===== src/rtl/teclado_if.sv =====
// Request/status bundle between a keypad-press requester and teclado_emulador.
// The master issues key codes; the slave (the emulator) reports progress.
interface teclado_if;
  logic       tecla_valid;
  logic [3:0] tecla_codigo;
  logic       tecla_ready;
  logic       ocupado;
  logic       hecho;
  logic       error;

  modport master (
    output tecla_valid,
    output tecla_codigo,
    input  tecla_ready,
    input  ocupado,
    input  hecho,
    input  error
  );

  modport slave (
    input  tecla_valid,
    input  tecla_codigo,
    output tecla_ready,
    output ocupado,
    output hecho,
    output error
  );
endinterface


===== src/rtl/teclado_emulador.sv =====
// Keypad-matrix responder: closes one row/column contact of a 4x4 keypad for a held time.
// Optional contact chatter on press/release is enabled by defining TECLADO_BOUNCE_EN.
module teclado_emulador #(
  parameter int HOLD_CYCLES   = 135_000,
  parameter int GAP_CYCLES    = 27_000,
  parameter int BOUNCE_CYCLES = 2_700,
  parameter int BOUNCE_PERIOD = 270
) (
  input  logic       clk,
  input  logic       rst_n,
  input  logic [3:0] columnas,
  output logic [3:0] filas,
  teclado_if.slave   bus
);

  localparam int MAX_HG = (HOLD_CYCLES > GAP_CYCLES) ? HOLD_CYCLES : GAP_CYCLES;
  localparam int MAX_BP = (BOUNCE_CYCLES > BOUNCE_PERIOD) ? BOUNCE_CYCLES : BOUNCE_PERIOD;
  localparam int MAX_N  = (MAX_HG > MAX_BP) ? MAX_HG : MAX_BP;
  localparam int CNT_W  = ($clog2(MAX_N) > 0) ? $clog2(MAX_N) : 1;

  localparam logic [CNT_W-1:0] CNT_ZERO = {CNT_W{1'b0}};
  localparam logic [CNT_W-1:0] HOLD_LD  = CNT_W'(HOLD_CYCLES - 1);
  localparam logic [CNT_W-1:0] GAP_LD   = CNT_W'(GAP_CYCLES - 1);

`ifdef TECLADO_BOUNCE_EN
  localparam int PER_W = ($clog2(BOUNCE_PERIOD) > 0) ? $clog2(BOUNCE_PERIOD) : 1;
  localparam logic [CNT_W-1:0] BOUNCE_LD = CNT_W'(BOUNCE_CYCLES - 1);
  localparam logic [PER_W-1:0] PER_LD    = PER_W'(BOUNCE_PERIOD - 1);
  localparam logic [PER_W-1:0] PER_ZERO  = {PER_W{1'b0}};
`endif

  typedef enum logic [2:0] {
    ST_IDLE       = 3'd0,
    ST_HOLD       = 3'd1,
    ST_GAP        = 3'd2,
    ST_ERR        = 3'd3
`ifdef TECLADO_BOUNCE_EN
    ,
    ST_BOUNCE_IN  = 3'd4,
    ST_BOUNCE_OUT = 3'd5
`endif
  } estado_t;

  // Returns {valid, column pattern, row pattern}; patterns are active-low one-hot.
  function automatic logic [8:0] decode_tecla(input logic [3:0] codigo);
    logic [1:0] col;
    logic [1:0] row;
    logic       ok;
    ok  = 1'b1;
    col = 2'd0;
    row = 2'd0;
    case (codigo)
      4'h1: begin col = 2'd0; row = 2'd0; end
      4'h4: begin col = 2'd0; row = 2'd1; end
      4'h7: begin col = 2'd0; row = 2'd2; end
      4'h2: begin col = 2'd1; row = 2'd0; end
      4'h5: begin col = 2'd1; row = 2'd1; end
      4'h8: begin col = 2'd1; row = 2'd2; end
      4'h0: begin col = 2'd1; row = 2'd3; end
      4'h3: begin col = 2'd2; row = 2'd0; end
      4'h6: begin col = 2'd2; row = 2'd1; end
      4'h9: begin col = 2'd2; row = 2'd2; end
      4'hE: begin col = 2'd2; row = 2'd3; end
      4'hA: begin col = 2'd3; row = 2'd0; end
      4'hB: begin col = 2'd3; row = 2'd1; end
      4'hC: begin col = 2'd3; row = 2'd2; end
      4'hD: begin col = 2'd3; row = 2'd3; end
      default: ok = 1'b0;
    endcase
    return {ok, ~(4'b1000 >> col), ~(4'b1000 >> row)};
  endfunction

  estado_t          estado_r, estado_next_s;
  logic [CNT_W-1:0] cnt_r, cnt_next_s;
  logic [3:0]       col_pat_r, col_next_s;
  logic [3:0]       row_pat_r, row_next_s;
  logic [3:0]       filas_r, filas_next_s;
  logic             ready_r, ocupado_r, hecho_r, error_r;
  logic             hecho_next_s, error_next_s, ready_next_s;
  logic             contacto_s;
  logic [8:0]       decode_s;
`ifdef TECLADO_BOUNCE_EN
  logic             phase_r, phase_next_s;
  logic [PER_W-1:0] pcnt_r, pcnt_next_s;
`endif

  // Next-state, counters, latched target and registered-output precursors.
  always_comb begin
    estado_next_s = estado_r;
    cnt_next_s    = cnt_r;
    col_next_s    = col_pat_r;
    row_next_s    = row_pat_r;
    decode_s      = decode_tecla(bus.tecla_codigo);
`ifdef TECLADO_BOUNCE_EN
    phase_next_s  = phase_r;
    pcnt_next_s   = pcnt_r;
`endif
    case (estado_r)
      ST_IDLE: begin
        if (bus.tecla_valid && ready_r) begin
          col_next_s = decode_s[7:4];
          row_next_s = decode_s[3:0];
          if (decode_s[8]) begin
`ifdef TECLADO_BOUNCE_EN
            estado_next_s = ST_BOUNCE_IN;
            cnt_next_s    = BOUNCE_LD;
            phase_next_s  = 1'b1;
            pcnt_next_s   = PER_LD;
`else
            estado_next_s = ST_HOLD;
            cnt_next_s    = HOLD_LD;
`endif
          end else begin
            estado_next_s = ST_ERR;
            cnt_next_s    = CNT_ZERO;
          end
        end else begin
          estado_next_s = ST_IDLE;
        end
      end
`ifdef TECLADO_BOUNCE_EN
      ST_BOUNCE_IN, ST_BOUNCE_OUT: begin
        if (pcnt_r == PER_ZERO) begin
          phase_next_s = ~phase_r;
          pcnt_next_s  = PER_LD;
        end else begin
          pcnt_next_s  = pcnt_r - 1'b1;
        end
        if (cnt_r == CNT_ZERO) begin
          if (estado_r == ST_BOUNCE_IN) begin
            estado_next_s = ST_HOLD;
            cnt_next_s    = HOLD_LD;
          end else begin
            estado_next_s = ST_GAP;
            cnt_next_s    = GAP_LD;
          end
        end else begin
          cnt_next_s = cnt_r - 1'b1;
        end
      end
`endif
      ST_HOLD: begin
        if (cnt_r == CNT_ZERO) begin
`ifdef TECLADO_BOUNCE_EN
          estado_next_s = ST_BOUNCE_OUT;
          cnt_next_s    = BOUNCE_LD;
          phase_next_s  = 1'b1;
          pcnt_next_s   = PER_LD;
`else
          estado_next_s = ST_GAP;
          cnt_next_s    = GAP_LD;
`endif
        end else begin
          cnt_next_s = cnt_r - 1'b1;
        end
      end
      ST_GAP: begin
        if (cnt_r == CNT_ZERO) begin
          estado_next_s = ST_IDLE;
        end else begin
          cnt_next_s = cnt_r - 1'b1;
        end
      end
      ST_ERR: begin
        estado_next_s = ST_IDLE;
      end
      default: begin
        estado_next_s = ST_IDLE;
        cnt_next_s    = CNT_ZERO;
      end
    endcase

`ifdef TECLADO_BOUNCE_EN
    contacto_s = (estado_r == ST_HOLD) ||
                 (((estado_r == ST_BOUNCE_IN) || (estado_r == ST_BOUNCE_OUT)) && phase_r);
`else
    contacto_s = (estado_r == ST_HOLD);
`endif
    // Anything but the exact target strobe (including multi-low or idle) reads as open.
    filas_next_s = (contacto_s && (columnas == col_pat_r)) ? row_pat_r : 4'b1111;
    // Status outputs are registered, so they are derived from the state being entered.
    error_next_s = (estado_next_s == ST_ERR);
    hecho_next_s = error_next_s || ((estado_next_s == ST_GAP) && (cnt_next_s == CNT_ZERO));
    ready_next_s = (estado_next_s == ST_IDLE);
  end

  // State and output registers; reset opens the contact immediately and drops any request.
  always_ff @(posedge clk or negedge rst_n) begin
    if (!rst_n) begin
      estado_r  <= ST_IDLE;
      cnt_r     <= CNT_ZERO;
      col_pat_r <= 4'b1111;
      row_pat_r <= 4'b1111;
      filas_r   <= 4'b1111;
      ready_r   <= 1'b1;
      ocupado_r <= 1'b0;
      hecho_r   <= 1'b0;
      error_r   <= 1'b0;
`ifdef TECLADO_BOUNCE_EN
      phase_r   <= 1'b1;
      pcnt_r    <= PER_ZERO;
`endif
    end else begin
      estado_r  <= estado_next_s;
      cnt_r     <= cnt_next_s;
      col_pat_r <= col_next_s;
      row_pat_r <= row_next_s;
      filas_r   <= filas_next_s;
      ready_r   <= ready_next_s;
      ocupado_r <= ~ready_next_s;
      hecho_r   <= hecho_next_s;
      error_r   <= error_next_s;
`ifdef TECLADO_BOUNCE_EN
      phase_r   <= phase_next_s;
      pcnt_r    <= pcnt_next_s;
`endif
    end
  end

  assign filas           = filas_r;
  assign bus.tecla_ready = ready_r;
  assign bus.ocupado     = ocupado_r;
  assign bus.hecho       = hecho_r;
  assign bus.error       = error_r;

endmodule


===== src/flat_wrapper.sv =====
// flat-port wrapper written by rule: the top's interface ports become plain ports
module teclado_emulador_flat 
#(
  parameter int HOLD_CYCLES   = 135_000,
  parameter int GAP_CYCLES    = 27_000,
  parameter int BOUNCE_CYCLES = 2_700,
  parameter int BOUNCE_PERIOD = 270
)
  (clk, rst_n, columnas, filas, bus_tecla_valid, bus_tecla_codigo, bus_tecla_ready, bus_ocupado, bus_hecho, bus_error);
  teclado_if bus_i ();
  input  logic clk;
  input  logic rst_n;
  input  logic [3:0] columnas;
  output logic [3:0] filas;
  input wire logic [$bits(bus_i.tecla_valid)-1:0] bus_tecla_valid;
  input wire logic [$bits(bus_i.tecla_codigo)-1:0] bus_tecla_codigo;
  output wire logic [$bits(bus_i.tecla_ready)-1:0] bus_tecla_ready;
  output wire logic [$bits(bus_i.ocupado)-1:0] bus_ocupado;
  output wire logic [$bits(bus_i.hecho)-1:0] bus_hecho;
  output wire logic [$bits(bus_i.error)-1:0] bus_error;
  assign bus_i.tecla_valid = bus_tecla_valid;
  assign bus_i.tecla_codigo = bus_tecla_codigo;
  assign bus_tecla_ready = bus_i.tecla_ready;
  assign bus_ocupado = bus_i.ocupado;
  assign bus_hecho = bus_i.hecho;
  assign bus_error = bus_i.error;
  teclado_emulador #(.HOLD_CYCLES(HOLD_CYCLES), .GAP_CYCLES(GAP_CYCLES), .BOUNCE_CYCLES(BOUNCE_CYCLES), .BOUNCE_PERIOD(BOUNCE_PERIOD)) u_core (.clk(clk), .rst_n(rst_n), .columnas(columnas), .filas(filas), .bus(bus_i));
endmodule

===== config.mk =====
export PLATFORM = sky130hd
export DESIGN_NAME = teclado_emulador_flat
export DESIGN_NICKNAME = d
export VERILOG_FILES = /design/src/rtl/teclado_if.sv /design/src/rtl/teclado_emulador.sv /design/src/flat_wrapper.sv
export SDC_FILE = /design/constraint.sdc
export NUM_CORES = 1
export LEC_CHECK = 0
export ABC_AREA = 1
export CAP_MARGIN = 10
export CORE_UTILIZATION = 53
export CTS_CLUSTER_DIAMETER = 80
export DETAILED_ROUTE_END_ITERATION = 12
export HOLD_SLACK_MARGIN = 0.03
export PLACE_DENSITY = 0.76
export SETUP_SLACK_MARGIN = 0.2
export SYNTH_ARGS = -nofsm -noshare
export SYNTH_HDL_FRONTEND = slang
export SYNTH_SLANG_ARGS = --single-unit

===== constraint.sdc =====
create_clock -name clk -period 2 [get_ports clk]
set_clock_uncertainty 0.05 [all_clocks]
set_input_delay 0.2 -clock clk [delete_from_list [all_inputs] [get_ports clk]]
set_output_delay 0.2 -clock clk [all_outputs]
set_load 0.005 [all_outputs]

After elaboration in Yosys (flattened, before gate mapping)
Index checks and enable logic that the tools add are counted.

storage, ports and cells
  register bits after elaboration = 37
  logic and storage cells = 66

cells by class
  add/subtract/negate cells = 1
  eq/ne operators = 20
  shifts and indexed selects = 2
  mux-type cells = 14
  bitwise logic cells = 3
  reductions and logical operators = 17

operators by type and width
  kind                                                number
  two-way mux 18 bit                                  4
  one-hot mux 18 bit (4 select lines)                 1
  logical NOT 18 bit                                  2
  == test 4 bit, second input constant                7
  OR reduction 4 bit                                  5
  subtractor 18 x 1 -> 18 bit, second input constant  1
  == test 4 x 3 -> 1 bit, second input constant       4
  OR reduction 15 bit                                 1
  == test 3 x 2 -> 1 bit, second input constant       4
  one-hot mux 2 bit (3 select lines)                  2
  one-hot mux 3 bit (3 select lines)                  1
  == test 4 x 2 -> 1 bit, second input constant       2
  inverter 4 bit                                      2
  >> shifter 4 x 2 -> 4 bit, first input constant     2
  logical NOT 3 bit                                   2
  two-way mux 3 bit                                   2
  == test 4 x 1 -> 1 bit, second input constant       1
  == test 4 bit                                       1
  logical NOT 4 bit                                   1
  two-way mux 2 bit                                   2
  two-way mux 4 bit                                   1
  == test 3 x 1 -> 1 bit, second input constant       1
  logical AND 1 bit                                   3
  OR reduction 3 bit                                  1
  4 further kinds                                     4

Logic depth before layout (Yosys ltp)
  depth in word-level cells = 9
  depth in mapped cells = 15
  gate-level depth less buffers = 14

Worst setup path after synthesis
OpenSTA, ideal clock, no wires.

  kind = register -> register
  from = register u_core.cnt_r[0]
  to = register u_core.hecho_r (netlist: u_core.bus.hecho)
  arrival time = 1.916 ns
  required time = 1.879 ns
  setup slack = -0.037 ns
  cell stages (with the launch flop) = 15
  path buffers = 1
  clock period less this slack = 2.037 ns
  cell sequence = dfrtp_1 inv_1 ha_1 nand3_2 nor2_4 nand2_4 buf_6 ha_1 nand2_1 nand3_1 nor2_1 nand2_1 nor2_1 nand3_1 nor2_1

between the ends
  cells in the longest elaborated chain, start to end = 6
  elaborated cells between the ends (all ways) = 14
  those cells by class = 1 x add/sub; 2 x eq/ne; 7 x mux; 4 x reduce/logical

ends and longest elaborated chain
  element                                                            RTL line                                          text
  start: declaration                                                 teclado_emulador.sv:74                            logic [CNT_W-1:0] cnt_r, cnt_next_s;
  start signal: assignment                                           teclado_emulador.sv:205                           cnt_r <= cnt_next_s;
  subtractor 18 x 1 -> 18 bit or logical NOT 18 bit (tied branches)  --
  two-way mux 18 bit, on equally long branches                       teclado_emulador.sv:158, teclado_emulador.sv:143
  one-hot mux 18 bit (4 select lines) (*)                            teclado_emulador.sv:98                            case (estado_r)
  net u_core.cnt_next_s[0]                                           teclado_emulador.sv:74
  logical NOT 18 bit (*)                                             teclado_emulador.sv:183                           hecho_next_s = error_next_s || ((estado_next_s == ST_GAP) && (cnt_next_s == CNT_ZERO));
  logical AND 1 bit (*)                                              teclado_emulador.sv:183
  logical OR 1 bit (*)                                               teclado_emulador.sv:183
  net u_core.hecho_next_s                                            teclado_emulador.sv:79                            logic hecho_next_s, error_next_s, ready_next_s;
  end signal: assignment                                             teclado_emulador.sv:211                           hecho_r <= hecho_next_s;
  end: declaration                                                   teclado_emulador.sv:78                            logic ready_r, ocupado_r, hecho_r, error_r;

The timed path passes the listed nets; every way through them passes the cells marked *.
A chain may end at the register's enable or synchronous reset.

Worst setup path after layout
  from = register u_core.cnt_r[7]
  to = register u_core.hecho_r (netlist: u_core.bus.hecho)

between the ends
  cells in the longest elaborated chain, start to end = 6
  elaborated cells between the ends (all ways) = 14
  those cells by class = 1 x add/sub; 2 x eq/ne; 7 x mux; 4 x reduce/logical

ends and longest elaborated chain
  element                                                                                    RTL line                 text
  subtractor 18 x 1 -> 18 bit or logical NOT 18 bit (tied branches)                          --
  two-way mux 18 bit, or another cell as far along                                           teclado_emulador.sv:158  if (cnt_r == CNT_ZERO) begin
  one-hot mux 18 bit (4 select lines) or one-hot mux 3 bit (3 select lines) (tied branches)  teclado_emulador.sv:98
  logical NOT 18 bit or == test 3 x 2 -> 1 bit (tied branches)                               teclado_emulador.sv:183
  logical AND 1 bit                                                                          teclado_emulador.sv:183
  logical OR 1 bit (*)                                                                       teclado_emulador.sv:183
  net u_core.hecho_next_s                                                                    teclado_emulador.sv:79

Marked as above.

==> results.toml <==
[flow_run]
drv_cap = 0

[synthesis]
synth.area.mux_share_pct = 0
yosysMostFrequentCell = "nand2_1"
synth_cells = 373
synth_top_family_by_area = "simple AND/OR/NAND/NOR gates"
synth-xor-area-share_pct = 2.05
synth_compound_area_share_pct = 8.73
synth_top_area_cell = "dfrtp_1"
synth_area_per_cell_um2 = 6.88
synthArstFlopShare_pct = 100
syn_area_um2 = 2570
ys_seq_area_share_pct = 36.7
synthAdderAreaFrac_pct = 1.46
synth_simple_gate_area_share_pct = 40.6
yosysTopAreaCellShare_pct = 23.4
synth_edf_count = 0
syn-num-nets = 387
yosys-top-cells-area = "dfrtp_1 23%, nand2_1 16%, dfstp_2 13%"
yosys.cell_types.count = 41
synth_ff_type = "dfrtp_1"
yosys_warnings = 0
synthTopCellsByCount = "112 x nand2_1, 55 x inv_1, 44 x nor2_1, 31 x nand3_1, 24 x dfrtp_1"
ys_ff_latch = 37

[pwr]
combPwrFrac_pct = 62.3
switching_share_pct = 45.1
cellPowerDensity_nw_per_um2 = 1500
p_int_uw = 2860
leakagePower_uw = 0.00190
vdd_drop_max_uv = 718
totalPowerFinal_uw = 5210
p_clk_share_pct = 14.5
p_sw_uw = 2350
pwr-share-seq_pct = 23.2

[sta]
final.setup.worst_slack_ns = 0.0559
max_freq_mhz = 514
min_period_over_period_pct = 97.2
tightest_slew_ns = 0.858
relSlewSlack_pct = 42.8
slew_viol_final = 0
hold_violations = 0
rsz0062_at_grt = "true"
final-setup-viol-count = 0
fin_crit_ns = 1.94

[place]
portBuffers = 18
dp_hpwl_um = 5250
place_ws_ns = -0.0392
gp_congestion = 0.989

[grt]
antenna_found_initial = 0
grt_pass1_vias = 2559
grt_pass1_wl_um = 11600
grt_max_degree = 38
grt-ovfl-total = 0
grt_usage_pct = 29.7

[floorplan]
start_util_pct = 57.0
die-area_um2 = 5120
chipWidth_um = 71.6
ios = 19
row_count = 24
fp.dieH_um = 71.6
core_um2 = 4500

[min_path]
min_path_cells = 2
worstHoldEndpoint = "u_core.filas[2]"
min_from = "u_core.row_pat_r[2]"
hp-class = "reg2reg"

[clocking]
cts_buffers = 5
clockBufferDepth = 2
cts.sinks = 37
cts_tree = "done"
cts-root-buf = "clkbuf_8"
clkLatencyLatePin_ns = 0.30
htreeDepth = 2
clk_pin_slew_worst_paths_ns = 0.08

[route]
post-route-drc-count = 0
wl_per_cell_um = 13.9
vias_per_cell = 5.35
via_count = 2684
drt-total-wl_um = 6980
first_pass_iters = 6
ant_nets = 0
drt-initial-drc-count = 267

[critical_path]
ff2ff_path_depth = 11
r2r_slack_ns = 0.06
required_ns = 2.18
critPathCaptureType = "flip-flop"
worstReg2RegEnd = "u_core.bus.hecho"
reg2reg_from = "u_core.cnt_r[7]"
crit_fanout = 5
worstSetupStartpointType = "flip-flop"
critPathKind = "reg2reg"
cp.arrival_ns = 2.13

[cells_and_area]
syn_to_final_growth_pct = 35.6
antennaDiodeCount = 0
final_nets = 463
drive_gt1_share_pct = 30.4

[outcome]
status = "finished, final reports clean"
-- registers in the layout (all words and copies together), names as in the netlist --
register and count:
u_core.bus.error 1, u_core.row_pat_r 4, u_core.bus.ocupado 1, u_core.bus.hecho 1, u_core.bus.tecla_ready 1, u_core.filas 4
u_core.cnt_r 18, u_core.col_pat_r 4, u_core.estado_r 3
-- metal layers --
| metal | share of wire [%] | vias up | GRT usage (%) |
|---|---|---|---|
| met3 | 5.8 | 12 | 5.77 |
| li1 | - | 1322 | - |
| met2 | 51 | 94 | 52.6 |
| met4 | 1.7 | 0 | 8.71 |
| met1 | 41 | 1256 | 36.8 |
| met5 | 0 | - | 0 |
-- metrics by stage --
step                      utilization (%)  instances  area [µm²]  hold slack, ns  TNS [ns]
final                                77.3        502        3480           0.413         0
after global routing                 77.3        502        3480           0.439   -0.0508
after CTS                            75.0        499        3380           0.416         0
after detailed placement             68.3        476        3080           0.311   -0.0392
after global placement               68.3        476        3080           0.299         0
after floorplan                         -        373        2590          -0.146         0
-- worst max-delay path, cell delays in order (launching register included) --
cell	delay (ns)
dfrtp_1	0.43
nor2_2	0.15
nand2_2	0.11
buf_4	0.15
nor2_4	0.18
xor2_1	0.17
nand2_1	0.09
a21oi_2	0.17
nand2_1	0.07
nor2_1	0.12
nand3_1	0.10
nor2_1	0.09
-- logic make-up (layout without fill, tap and decap cells) --
logic type	count (synthesis)	in the layout
buffers and inverters	67	144
adders and majority gates	3	3
and+or+nand+nor	221	221
DFF	37	37
xor gates and xnor gates	6	6
AOI/OAI and AO/OA	38	38
other	1	1
-- worst max-delay path by stage --
stage / startpoint / end
after detailed placement: bus_tecla_valid / u_core.bus.hecho
after floorplan: u_core.cnt_r[0] / u_core.bus.hecho
after global routing: u_core.cnt_r[4] / u_core.bus.hecho
after CTS: u_core.cnt_r[0] / u_core.bus.hecho
after global placement: bus_tecla_codigo[1] / u_core.bus.hecho
final: u_core.cnt_r[7] / u_core.bus.hecho
-- what timing repair did --
action	4_1_cts	5_1_grt
resized for setup	17	24
pin swaps	16	10
endpoints found under the hold margin	24	0
buffers inserted	14	3
hold buffers	1	0
endpoints found under the setup margin	1	4
-- layout make-up --
cell class	instances	area [µm²]
clock buffer	6	93.8
clock inverter	2	38.8
fill	332	1020
inverter	64	240
multi-input combinational	269	1490
sequential	37	946
tap	52	65.1
timing repair buffer	72	606
-- power groups by stage --
stage / Combinational (µW) / Sequential (µW) / Clock [µW]
2_1_floorplan: 1840 / 1210 / 0
3_3_place_gp: 2660 / 1200 / 0
3_5_place_dp: 2720 / 1210 / 0
4_1_cts: 3000 / 1190 / 762
5_1_grt: 3570 / 1230 / 790
6_report: 3250 / 1210 / 754
-- layout by cell type (no fill, tap or decap), types with 3 or more instances in the layout --
| cell type | n |
|---|---|
| buf_6 | 6 |
| xor2_1 | 5 |
| nand3_1 | 27 |
| clkdlybuf4s50_1 | 17 |
| dfrtp_1 | 21 |
| inv_1 | 52 |
| o21ai_1 | 4 |
| buf_4 | 47 |
| nor2_2 | 11 |
| clkbuf_8 | 5 |
| a21oi_1 | 9 |
| dfrtp_2 | 3 |
| nor2_1 | 36 |
| o21ai_0 | 12 |
| nand2_2 | 8 |
| inv_2 | 10 |
| nand4_1 | 6 |
| nor2_4 | 10 |
| dfstp_2 | 13 |
| nand2_1 | 106 |
| nand3_2 | 4 |
| o211ai_1 | 3 |
Note: power is estimated with default switching activity, not from simulation.
